===== config.mk =====
export PLATFORM = sky130hd
export DESIGN_NAME = eigen_sched
export DESIGN_NICKNAME = d
export VERILOG_FILES = /design/src/rtl/eigen_pkg.sv /design/src/rtl/rr_arbiter.sv /design/src/rtl/eigen_sched.sv
export SDC_FILE = /design/constraint.sdc
export NUM_CORES = 1
export LEC_CHECK = 0
export ABC_CLOCK_PERIOD_IN_PS = 4860
export BUFFER_PORTS_ARGS = -buffer_cell sky130_fd_sc_hd__buf_2
export CORE_AREA = 3 3 147 149
export DETAILED_ROUTE_END_ITERATION = 10
export DIE_AREA = 0 0 150 152
export GPL_TIMING_DRIVEN = 0
export PLACE_DENSITY = 0.78
export SKIP_LAST_GASP = 1
export SYNTH_ARGS = -nofsm -noshare
export SYNTH_HDL_FRONTEND = slang
export SYNTH_SLANG_ARGS = --single-unit

===== constraint.sdc =====
create_clock -name clk -period 4.86 [get_ports clk]
set_input_delay 0.729 -clock clk [delete_from_list [all_inputs] [get_ports clk]]
set_output_delay 0.729 -clock clk [all_outputs]
set_load 0.01 [all_outputs]

===== src/rtl/eigen_pkg.sv =====
// Shared types for the eigen engine scheduler: payload widths, bus types, FSM states.
package eigen_pkg;

  localparam int unsigned IN_BYTES  = 4;
  localparam int unsigned OUT_BYTES = 12;
  localparam int unsigned IN_W      = IN_BYTES * 8;
  localparam int unsigned OUT_W     = OUT_BYTES * 8;

  typedef logic [IN_W-1:0]  mat_in_t;
  typedef logic [OUT_W-1:0] eig_out_t;

  typedef enum logic [2:0] {
    S_IDLE,
    S_ISSUE,
    S_WAIT,
    S_DELIVER,
    S_FLUSH
  } state_t;

  // Saturating increment for the 8-bit timeout counter.
  function automatic logic [7:0] sat_inc8(input logic [7:0] v);
    return (v == 8'hFF) ? v : v + 8'd1;
  endfunction

endpackage


===== src/rtl/rr_arbiter.sv =====
// Round-robin pick: first requester after 'last' (wrapping) with req set.
module rr_arbiter #(
  parameter  int unsigned N  = 4,
  localparam int unsigned IW = $clog2(N)
) (
  input  logic [N-1:0]  req,
  input  logic [IW-1:0] last,
  output logic [N-1:0]  gnt,
  output logic [IW-1:0] idx,
  output logic          any
);

  always_comb begin
    logic [31:0] cand;
    cand = '0;
    gnt  = '0;
    idx  = '0;
    any  = 1'b0;
    for (int unsigned i = 1; i <= N; i++) begin
      cand = (32'(last) + i) % N;
      if (!any && req[IW'(cand)]) begin
        any              = 1'b1;
        idx              = IW'(cand);
        gnt[IW'(cand)]   = 1'b1;
      end
    end
  end

endmodule


===== src/rtl/eigen_sched.sv =====
// Shares one 2x2 eigen engine among NUM_REQ requesters with round-robin arbitration.
// Optional engine timeout/flush recovery is enabled by defining EIGEN_SCHED_TIMEOUT_EN.
module eigen_sched
  import eigen_pkg::*;
#(
  parameter  int unsigned NUM_REQ     = 4,
  parameter  int unsigned TIMEOUT_CYC = 64,
  localparam int unsigned GW          = $clog2(NUM_REQ)
) (
  input  logic                 clk,
  input  logic                 rst_n,
  input  logic [NUM_REQ-1:0]   req_valid,
  input  mat_in_t [NUM_REQ-1:0] req_data,
  output logic [NUM_REQ-1:0]   req_ready,
  output logic [NUM_REQ-1:0]   rsp_valid,
  input  logic [NUM_REQ-1:0]   rsp_ready,
  output eig_out_t             rsp_data,
  output logic                 rsp_err,
  output mat_in_t              eng_axiid,
  output logic                 eng_axiiv,
  input  eig_out_t             eng_axiod,
  input  logic                 eng_axiov,
  output logic                 eng_rst,
  output logic                 busy,
  output logic [GW-1:0]        grant_id,
  output logic [7:0]           timeout_cnt
);

  if (NUM_REQ < 2 || NUM_REQ > 8 || TIMEOUT_CYC < 4 || TIMEOUT_CYC > 1023) begin : g_bad_param
    $error("eigen_sched: parameter out of range");
  end

  state_t               state;
  logic [GW-1:0]        last_grant;
  logic [NUM_REQ-1:0]   arb_gnt;
  logic [GW-1:0]        arb_idx;
  logic                 arb_any;
  logic [NUM_REQ-1:0]   owner_oh;

  assign owner_oh = NUM_REQ'(1) << grant_id;

  rr_arbiter #(.N(NUM_REQ)) u_arb (
    .req  (req_valid),
    .last (last_grant),
    .gnt  (arb_gnt),
    .idx  (arb_idx),
    .any  (arb_any)
  );

`ifdef EIGEN_SCHED_TIMEOUT_EN
  localparam int unsigned CW = $clog2(TIMEOUT_CYC);
  logic [CW-1:0] wait_cnt;
  logic          flush_cnt;
  logic          eng_rst_q;
  logic          rsp_err_q;
  logic [7:0]    timeout_cnt_q;

  assign eng_rst     = eng_rst_q;
  assign rsp_err     = rsp_err_q;
  assign timeout_cnt = timeout_cnt_q;
`else
  // Without recovery the engine is only reset alongside the scheduler.
  assign eng_rst     = ~rst_n;
  assign rsp_err     = 1'b0;
  assign timeout_cnt = '0;
`endif

  always_ff @(posedge clk or negedge rst_n) begin
    if (!rst_n) begin
      state      <= S_IDLE;
      req_ready  <= '0;
      rsp_valid  <= '0;
      eng_axiiv  <= 1'b0;
      busy       <= 1'b0;
      rsp_data   <= '0;
      eng_axiid  <= '0;
      grant_id   <= '0;
      last_grant <= GW'(NUM_REQ - 1);
`ifdef EIGEN_SCHED_TIMEOUT_EN
      wait_cnt      <= '0;
      flush_cnt     <= 1'b0;
      eng_rst_q     <= 1'b1;
      rsp_err_q     <= 1'b0;
      timeout_cnt_q <= '0;
`endif
    end else begin
      req_ready <= '0;
      eng_axiiv <= 1'b0;
`ifdef EIGEN_SCHED_TIMEOUT_EN
      eng_rst_q <= 1'b0;
`endif
      case (state)
        S_IDLE: begin
          if (arb_any) begin
            req_ready <= arb_gnt;
            eng_axiid <= req_data[arb_idx];
            grant_id  <= arb_idx;
            eng_axiiv <= 1'b1;
            busy      <= 1'b1;
            state     <= S_ISSUE;
          end
        end
        S_ISSUE: begin
`ifdef EIGEN_SCHED_TIMEOUT_EN
          wait_cnt <= '0;
`endif
          state <= S_WAIT;
        end
        S_WAIT: begin
          if (eng_axiov) begin
            rsp_data  <= eng_axiod;
            rsp_valid <= owner_oh;
`ifdef EIGEN_SCHED_TIMEOUT_EN
            rsp_err_q <= 1'b0;
`endif
            state     <= S_DELIVER;
          end
`ifdef EIGEN_SCHED_TIMEOUT_EN
          else if (wait_cnt == CW'(TIMEOUT_CYC - 1)) begin
            rsp_data      <= '0;
            rsp_err_q     <= 1'b1;
            timeout_cnt_q <= sat_inc8(timeout_cnt_q);
            eng_rst_q     <= 1'b1;
            flush_cnt     <= 1'b0;
            state         <= S_FLUSH;
          end else begin
            wait_cnt <= wait_cnt + CW'(1);
          end
`endif
        end
`ifdef EIGEN_SCHED_TIMEOUT_EN
        // Hold the engine in reset for two cycles so a hung job is discarded.
        S_FLUSH: begin
          if (flush_cnt) begin
            rsp_valid <= owner_oh;
            state     <= S_DELIVER;
          end else begin
            eng_rst_q <= 1'b1;
            flush_cnt <= 1'b1;
          end
        end
`endif
        S_DELIVER: begin
          if (rsp_ready[grant_id]) begin
            rsp_valid  <= '0;
            last_grant <= grant_id;
            busy       <= 1'b0;
            state      <= S_IDLE;
          end
        end
        default: state <= S_IDLE;
      endcase
    end
  end

endmodule


# After elaboration in Yosys (flattened, before gate mapping)
# Cells that the tools add are included.
[word_totals]
reg_bits = 145
latchBits = 0
ram_bits = 0
mem_bits_ro = 0
input_bits = 235
out_inout_bits = 150
elab_cells = 99
n_memories = 0
[op_classes]
add_sub_neg = 4
n_mul = 0
n_div = 0
order_cmp = 10
n_eq_ne = 6
shifts = 1
muxes = 46
bitwise_logic = 4
reduce_logical = 19
[op_table]
columns = ["cell", "n"]
rows = [
  ["$bmux W32 S2", 1],
  ["$mux W32", 1],
  ["$mux W4", 8],
  ["$lt A2 B3 Y1 const B", 6],
  ["$mux W1", 17],
  ["$or A4 B4 Y4", 3],
  ["$pmux W3 S4", 1],
  ["$bmux W1 S2", 5],
  ["$mux W3", 3],
  ["$reduce_and A3 Y1", 3],
  ["$demux W1 S2", 4],
  ["$ge A2 B1 Y1 const B", 4],
  ["$mux W2", 4],
  ["$pmux W4 S2", 1],
  ["$logic_and A1 B1 Y1", 7],
  ["$eq A3 B2 Y1 const B", 2],
  ["$ne A2 B2 Y1 const B", 3],
  ["$reduce_and A2 Y1", 3],
  ["$add A2 B1 Y2 const B", 2],
  ["$add A2 B2 Y2 const B", 2],
  ["$reduce_bool A2 Y1", 2],
  ["$shl A1 B2 Y4 const A", 1],
  ["$eq A3 B1 Y1 const B", 1],
  ["$logic_not A1 Y1", 3],
  ["3 further kinds", 3],
]

# Depth between registers and ports, before layout
# Gate-level depths: netlist of run 1.
[depth]
depth_word = 15
ltp_mapped = 13
mapped_depth_nobuf = 8

# Cells and area by module
# A second synthesis of run 1 with hierarchy kept.
[hier_totals]
cells_unflattened = 460
hier_area_um2 = 6894.1
[modules_own_cells]
columns = ["mod", "n_inst", "cells_each", "area_per_inst_um2", "seq_area_each_um2"]
rows = [
  ["eigen_sched", 1, 392, 6368.6, 3606.0],
  ["rr_arbiter", 1, 68, 525.5, 0.0],
]

# Worst setup path after synthesis of run 1
# Ideal clock, no wire load.
[synth_path]
path_kind = "reg2reg"
startpoint = "register last_grant[0]"
endpoint = "register eng_axiid[30]"
arrival_ps = 3341
path_slack_ps = 1396
stages_incl_launch_ff = 13
n_path_buf = 5
period_less_slack_ps = 3464
path_cell_list = "dfstp_2 buf_2 inv_2 clkbuf_1 ha_1 clkbuf_1 mux4_2 buf_2 or2_1 clkbuf_1 a21oi_4 mux2_1 o221a_1"
[synth_between]
elab_chain_len = 15
word_cells_on_any_way = 29
cone_classes = "4 x add/sub; 18 x mux; 7 x reduce/logical"
[synth_lines]
columns = ["item", "line", "rtl"]
rows = [
  ["start: declaration", "eigen_sched.sv:34", "logic [GW-1:0] last_grant;"],
  ["start signal: assignment", "eigen_sched.sv:78", "last_grant <= GW'(NUM_REQ - 1);"],
  ["start signal: assignment", "eigen_sched.sv:146", "last_grant <= grant_id;"],
  ["$add A2 B1 Y2", "rr_arbiter.sv:20", "cand = (32'(last) + i) % N;"],
  ["$bmux W1 S2", "rr_arbiter.sv:21", "if (!any && req[IW'(cand)]) begin"],
  ["$mux W1 (not written as such)", "rr_arbiter.sv:21", ""],
  ["$mux W1", "rr_arbiter.sv:21", ""],
  ["$logic_not A1 Y1", "rr_arbiter.sv:21", ""],
  ["$logic_and A1 B1 Y1", "rr_arbiter.sv:21", ""],
  ["$mux W1", "rr_arbiter.sv:21", ""],
  ["$logic_not A1 Y1", "rr_arbiter.sv:21", ""],
  ["$logic_and A1 B1 Y1", "rr_arbiter.sv:21", ""],
  ["$mux W1", "rr_arbiter.sv:21", ""],
  ["$logic_not A1 Y1", "rr_arbiter.sv:21", ""],
  ["$logic_and A1 B1 Y1", "rr_arbiter.sv:21", ""],
  ["$mux W2", "rr_arbiter.sv:21", ""],
  ["$bmux W32 S2", "eigen_sched.sv:96", "eng_axiid <= req_data[arb_idx];"],
  ["$mux W32 (not written as such)", "eigen_sched.sv:96", ""],
  ["end signal: assignment", "eigen_sched.sv:96", ""],
  ["end: declaration", "eigen_sched.sv:19", "output mat_in_t eng_axiid,"],
]
# Parallel ways exist; a longest one is shown, timed or not. The select of a mux whose other input is x is not followed.
# A chain may end at the register's enable or synchronous reset.

# Worst setup path after layout of run 1
[layout_path]
startpoint = "register last_grant[0]"
endpoint = "register eng_axiid[7]"
# Same word-level chain as after synthesis.

==> summary.txt, run 1 <==
Peak VDD IR = 0.308 mV
Crit. End Element = flop
Syn-to-layout area delta = 37.4%
Largest family of logic cells by synthesized area = multiplexers
Post-CTS Setup Inserts = 0
Crit path kind = reg -> reg
Pleak = 5.06 nW
Clock Tree Root = clkbuf_16
Simple-Gate Fraction of Synth Area = 0.0686
Clock period minus worst slack = 4.20 ns
Post-DR wirelength/cell = 18.6 um
Fill count = 1839
First-pass GRT wire length = 38700 um
Placed instance area = 9920 um^2
WL final = 24900 um
Main synth FF type = dfrtp_1
Status = complete, no violations
Fmax = 238 MHz
GRT Total Usage = 0.212
R2R Path End = eng_axiid[7]
Final nets = 1300
Clock Sinks = 144
Count of different cell masters after synthesis = 51
Hold WC Path Type = in -> async
Initial core utilization = 0.376
Ratio of cells with drive above 1 in the final layout = 0.541
CORE AREA = 20300 um^2
Gr ovfl total = 0
Mean post-synth cell area = 11.7 um^2
Worst path required time = 5.14 ns
GPL Wtd Cong = 0.866
Worst flop-to-flop path startpoint = last_grant[0]
Post-route DRC = 0
Register clock-pin slew on the reported worst setup and hold paths = 0.07 ns
Post-Synth Adder-Cell Area = 0.0180
Crit path launch type = flop
Non-Filler Instances = 1338
Actual slew at the worst max-slew pin = 0.906 ns
CP Max Fanout = 13
Path depth of the worst reg2reg path = 13
Max-cap violations = 0
Vias in the first global route = 7223
Post-synth EDFFs = 0
Via Count = 7183
CTS Buffer Depth = 2
Fraction of synthesized area in multiplexers = 0.204
# hold bufs at CTS = 0
Die height = 152 um
FP Rows = 52
Async set-reset flop share out of synthesis = 1.00
CTS tree = yes
Dpl hpwl = 19500 um
P per Cell Area = 741 nW/um^2
Placed Instances = 1305
Slew Limit Headroom = 0.388
Largest net degree at the start of global routing = 99
Routed Antenna Nets = 0
Final setup violation count = 0
R2R setup slack = 0.66 ns
Clk_lat worst skew = 0.41 ns
Fin crit share = 0.864
#FFs+latches synth = 144
CP arrival = 4.47 ns
Final Cell Area = 10500 um^2
Setup TNS = 0 ns
Ports = 385
Initial antenna violation count = 1
Final Skew = 0.0105 ns
Die ar. = 22800 um^2
Post-synthesis instance area = 7640 um^2
Slew Viols, Final = 0
# port buffers = 375
1st-iter DRT viols = 568
Die width = 150 um
Mapped Cells = 651
Register area share after synthesis = 0.472
XOR/XNOR Fraction of Synth Area = 0.00115
H-tree Lvls = 4
Synth Area in Compound Gates = 0.187
Final Util = 0.517
Drt first pass iters = 5
Num CTS Buffers = 17
RSZ-0062 raised after global routing = no
Yosys warnings = 0
Hold slack = 0.241 ns
Post_cts resized = 0
Via density = 5.37
Endpoints failing hold = 0
[synthesized netlist by cell type (all sizes together) (2+ instances only)]
cell | number | area share
o21ai | 40 | 0.026
inv | 8 | 0.0039
o221a | 2 | 0.0029
a31o | 31 | 0.036
mux2 | 102 | 0.15
nor3 | 2 | 0.0013
nor2 | 16 | 0.0079
a22oi | 6 | 0.0059
dfstp | 2 | 0.0069
nor4b | 31 | 0.036
nor2b | 4 | 0.0033
o22ai | 32 | 0.026
a22o | 31 | 0.036
dfrtp | 142 | 0.46
clkbuf | 36 | 0.018
buf | 34 | 0.027
a21oi | 4 | 0.0041
a221oi | 5 | 0.0057
a211oi | 31 | 0.030
ha | 11 | 0.018
o41ai | 4 | 0.0070
nand3 | 2 | 0.0013
nand2 | 20 | 0.0098
mux4 | 4 | 0.012
mux2i | 32 | 0.042
nand2b | 3 | 0.0025
[final cells by class]
class / instances / area [um^2] / area share
antenna: 1 / 2.50 / 0.000238
tap: 270 / 338 / 0.0322
inverter: 8 / 30.0 / 0.00286
multi-input combinational: 437 / 3690 / 0.352
clock inverter: 14 / 138 / 0.0131
buffer: 70 / 344 / 0.0328
clock buffer: 18 / 439 / 0.0418
timing repair buffer: 376 / 1910 / 0.182
sequential: 144 / 3610 / 0.343
[critical path: stages, from the launching register on]
cell and delay [ns]:
dfstp_2 0.64, buf_2 0.25, inv_2 0.16, clkbuf_1 0.34
ha_1 0.39, clkbuf_1 0.30, mux4_2 0.35, buf_2 0.19
or2_1 0.24, clkbuf_1 0.18, a21oi_4 0.32, buf_6 0.23
mux2i_1 0.34, o22ai_1 0.13
[registers in the layout, indices dropped and copies added (netlist names)]
name and cells:
rsp_data 96, eng_axiid 32, req_ready 4, rsp_valid 4, grant_id 2, last_grant 2
state 2, busy 1, eng_axiiv 1
[layer usage]
metal  vias up  wire [um]  track usage
li1       3284          -            -
met1      3517       9680        0.259
met2       339      13000        0.372
met3        43       1690       0.0402
met4         0        584       0.0706
met5         -          0            0
[where the power goes]
group          leakage, nW  total (mW)  switching [mW]  internal [mW]
logic                 3.05        4.35            2.35           1.99
clock network        0.279        1.28           0.583          0.696
registers             1.74        2.16           0.348           1.81
[logic make-up after synthesis]
group           Yosys count
fa+ha+maj                11
xor+xnor                  1
compound gates          193
mux                     138
buf+inv                  78
flops                   144
simple gates             85
other cells               1
[metrics by stage]
stage,setup slack [ns],power [mW]
after global placement,0.641,6.36
final,0.662,7.78
after global routing,0.384,8.31
after detailed placement,0.684,6.50
after CTS,0.666,7.82
after floorplan,1.40,5.04
[worst max path at each step]
| stage | from | to | slack [ns] | cells after the start |
|---|---|---|---|---|
| 2_1_floorplan | last_grant[0] | eng_axiid[30] | 1.40 | 12 |
| 3_3_place_gp | rst_n | eng_rst | 0.64 | 3 |
| 3_5_place_dp | last_grant[0] | eng_axiid[7] | 0.68 | 13 |
| 4_1_cts | last_grant[0] | eng_axiid[7] | 0.67 | 13 |
| 5_1_grt | last_grant[0] | eng_axiid[7] | 0.38 | 13 |
| 6_report | last_grant[0] | eng_axiid[7] | 0.66 | 13 |
[layout by cell type, fill, tap and decap left out, types with 5 or more instances in the layout]
master	instances
ha_1	11
buf_1	8
o22ai_1	32
nor2_1	16
inv_6	5
nand2_1	20
a31o_2	31
mux2i_1	32
mux2_2	101
dfrtp_1	142
inv_1	7
conb_1	9
o21ai_0	38
a211oi_1	31
a221oi_1	5
nor4b_1	31
buf_2	385
clkbuf_1	36
buf_4	12
a22oi_1	6
a22o_1	31
clkbuf_16	17
(Power assumes the default switching activity.)
==> run 2, diff against run 1 <==
--- a/config.mk
+++ b/config.mk
@@ -8,6 +8,7 @@
 export ABC_CLOCK_PERIOD_IN_PS = 4860
 export BUFFER_PORTS_ARGS = -buffer_cell sky130_fd_sc_hd__buf_2
 export CORE_AREA = 3 3 147 149
+export CTS_BUF_LIST = sky130_fd_sc_hd__clkbuf_8
 export DETAILED_ROUTE_END_ITERATION = 10
 export DIE_AREA = 0 0 150 152
 export GPL_TIMING_DRIVEN = 0
==> run 2 against run 1 <==
  * Core utilization down 0.94 points
  * Die area unchanged
  * Design area down 1.8%
  * Wire length down 0.17%
  * Highest routed layer unchanged
  * Via count down 0.24%
  * First-iteration DRC count up 0.35%
  * Largest power group unchanged
  * Worst setup slack worse by 0.026 ns
  * Critical path depth unchanged
  * Critical endpoint unchanged
  * Non-clock buffer count unchanged
==> summary.txt, run 2 (same netlist as run 1, synthesis figures left out) <==
Status = complete, no violations
H-tree Lvls = 4
Fmax = 237 MHz
First-pass GRT wire length = 38500 um
GRT Total Usage = 0.211
Commonest non-fill, non-tap cell in the layout = buf_2
CTS Buffer Depth = 2
Most used cell, CP = clkbuf_1
Clk_lat worst skew = 0.43 ns
GR Util met2 = 0.372
Final Skew = 0.0159 ns
CP arrival = 4.53 ns
Initial antenna violation count = 1
Slowest cell on crit path = dfstp_2
Max reg flops = 96
Crit. End Element = flop
Max-cap violations = 0
Num CTS Buffers = 17
Clock Tree Root = clkbuf_8
Regs by FF count = rsp_data (96), eng_axiid (32)
GPL Wtd Cong = 0.866
Hold WC Path Type = in -> async
Vias in the first global route = 7214
GR Util met1 = 0.258
Largest reg by FF count = rsp_data
CP Max Fanout = 13
Post-DR wirelength/cell = 18.6 um
Post-CTS Setup Inserts = 0
Post_cts resized = 0
Via Count = 7166
Drt first pass iters = 5
Slew Viols, Final = 0
1st-iter DRT viols = 570
Layer with the highest usage = met2
Dpl hpwl = 19500 um
CTS tree = yes
Worst stage delay on the critical path = 0.65 ns
# port buffers = 375
Initial core utilization = 0.376
Via density = 5.36
Gr ovfl total = 0
Hold slack = 0.209 ns
Die ar. = 22800 um^2
Routed Antenna Nets = 0
P per Cell Area = 722 nW/um^2
Met3 Usage GRT = 0.0411
Final Cell Area = 10300 um^2
Clock Sinks = 144
Most frequent cells in the layout = 385 x buf_2, 142 x dfrtp_1, 101 x mux2_2
Pleak = 4.98 nW
Fill count = 1853
Largest net degree at the start of global routing = 99
Crit path kind = reg -> reg
Syn-to-layout area delta = 34.9%
Final nets = 1300
RSZ-0062 raised after global routing = no
CORE AREA = 20300 um^2
Register clock-pin slew on the reported worst setup and hold paths = 0.10 ns
Fin crit share = 0.869
Endpoints failing hold = 0
Worst path required time = 5.16 ns
FP Rows = 52
Final setup violation count = 0
# hold bufs at CTS = 0
Slew Limit Headroom = 0.374
Clock period minus worst slack = 4.22 ns
Die height = 152 um
Setup TNS = 0 ns
Worst path cell trace = buf_2, inv_2, clkbuf_1, ha_1, clkbuf_1, mux4_2, buf_2, or2_1, clkbuf_1, a21oi_4, buf_6, mux2i_1, o22ai_1
Placed instance area = 9920 um^2
Post-route DRC = 0
Actual slew at the worst max-slew pin = 0.927 ns
Ratio of cells with drive above 1 in the final layout = 0.541
Crit path launch type = flop
Die width = 150 um
WL final = 24900 um
Peak VDD IR = 0.307 mV
Ports = 385
-- run 2: cell types whose count changed in the layout (fill, tap and decap cells not counted) --
cell and delta:
clkbuf_16 -17, clkbuf_8 +17
-- run 2: layer usage --
layer | vias to the layer above | share of wire
met4 | 0 | 0.024
met3 | 49 | 0.071
met2 | 346 | 0.52
met1 | 3482 | 0.39
met5 | - | 0
li1 | 3289 | -
-- run 2: final cells by class --
| type | instances | area [um^2] | area share |
|---|---|---|---|
| clock inverters | 14 | 138 | 0.0134 |
| inverters | 8 | 30.0 | 0.00291 |
| diodes | 1 | 2.50 | 0.000243 |
| plain buffers | 70 | 344 | 0.0334 |
| flip-flops and latches | 144 | 3610 | 0.350 |
| repair buffers | 376 | 1910 | 0.185 |
| well taps | 270 | 338 | 0.0328 |
| multi-input cells | 437 | 3690 | 0.358 |
| clock buffers | 18 | 248 | 0.0240 |
-- run 2: worst paths after layout --
check                               from            to  slack [ns]  cells past startpoint
setup / recovery           last_grant[0]  eng_axiid[7]        0.64                     13
hold / removal                     rst_n  rsp_data[51]        0.21                      1
setup reg to reg           last_grant[0]  eng_axiid[7]        0.64                     13
hold reg to reg             rsp_valid[0]  rsp_valid[0]        0.48                      2
max in group asynchronous          rst_n  eng_axiid[0]        3.81                      2
min in group clk            rsp_valid[0]  rsp_valid[0]        0.48                      2
-- run 2: per-stage QoR --
step           std cells  setup slack [ns]  power [mW]   util
2_1_floorplan        659              1.40        5.04      -
3_3_place_gp        1304             0.641        6.36  0.487
3_5_place_dp        1305             0.684        6.50  0.489
4_1_cts             1337             0.665        7.47  0.508
5_1_grt             1338             0.383        7.96  0.508
6_report            1338             0.636        7.44  0.508
-- run 2: worst max-delay path: cells and delay by family, from the launching register on --
family	cells	cell delay (ns)
flip-flops	1	0.65
adder cells (fa/ha/maj)	1	0.39
AO/OA/AOI/OAI	2	0.46
AND/OR/NAND/NOR	1	0.24
buffers and inverters	7	1.65
multiplexers	2	0.70
-- run 2: power by group --
part | total, mW | switching, mW | internal, mW | leakage, nW
sequential | 2.16 | 0.348 | 1.81 | 1.74
combinational | 4.35 | 2.36 | 1.99 | 3.05
clock | 0.936 | 0.541 | 0.395 | 0.192
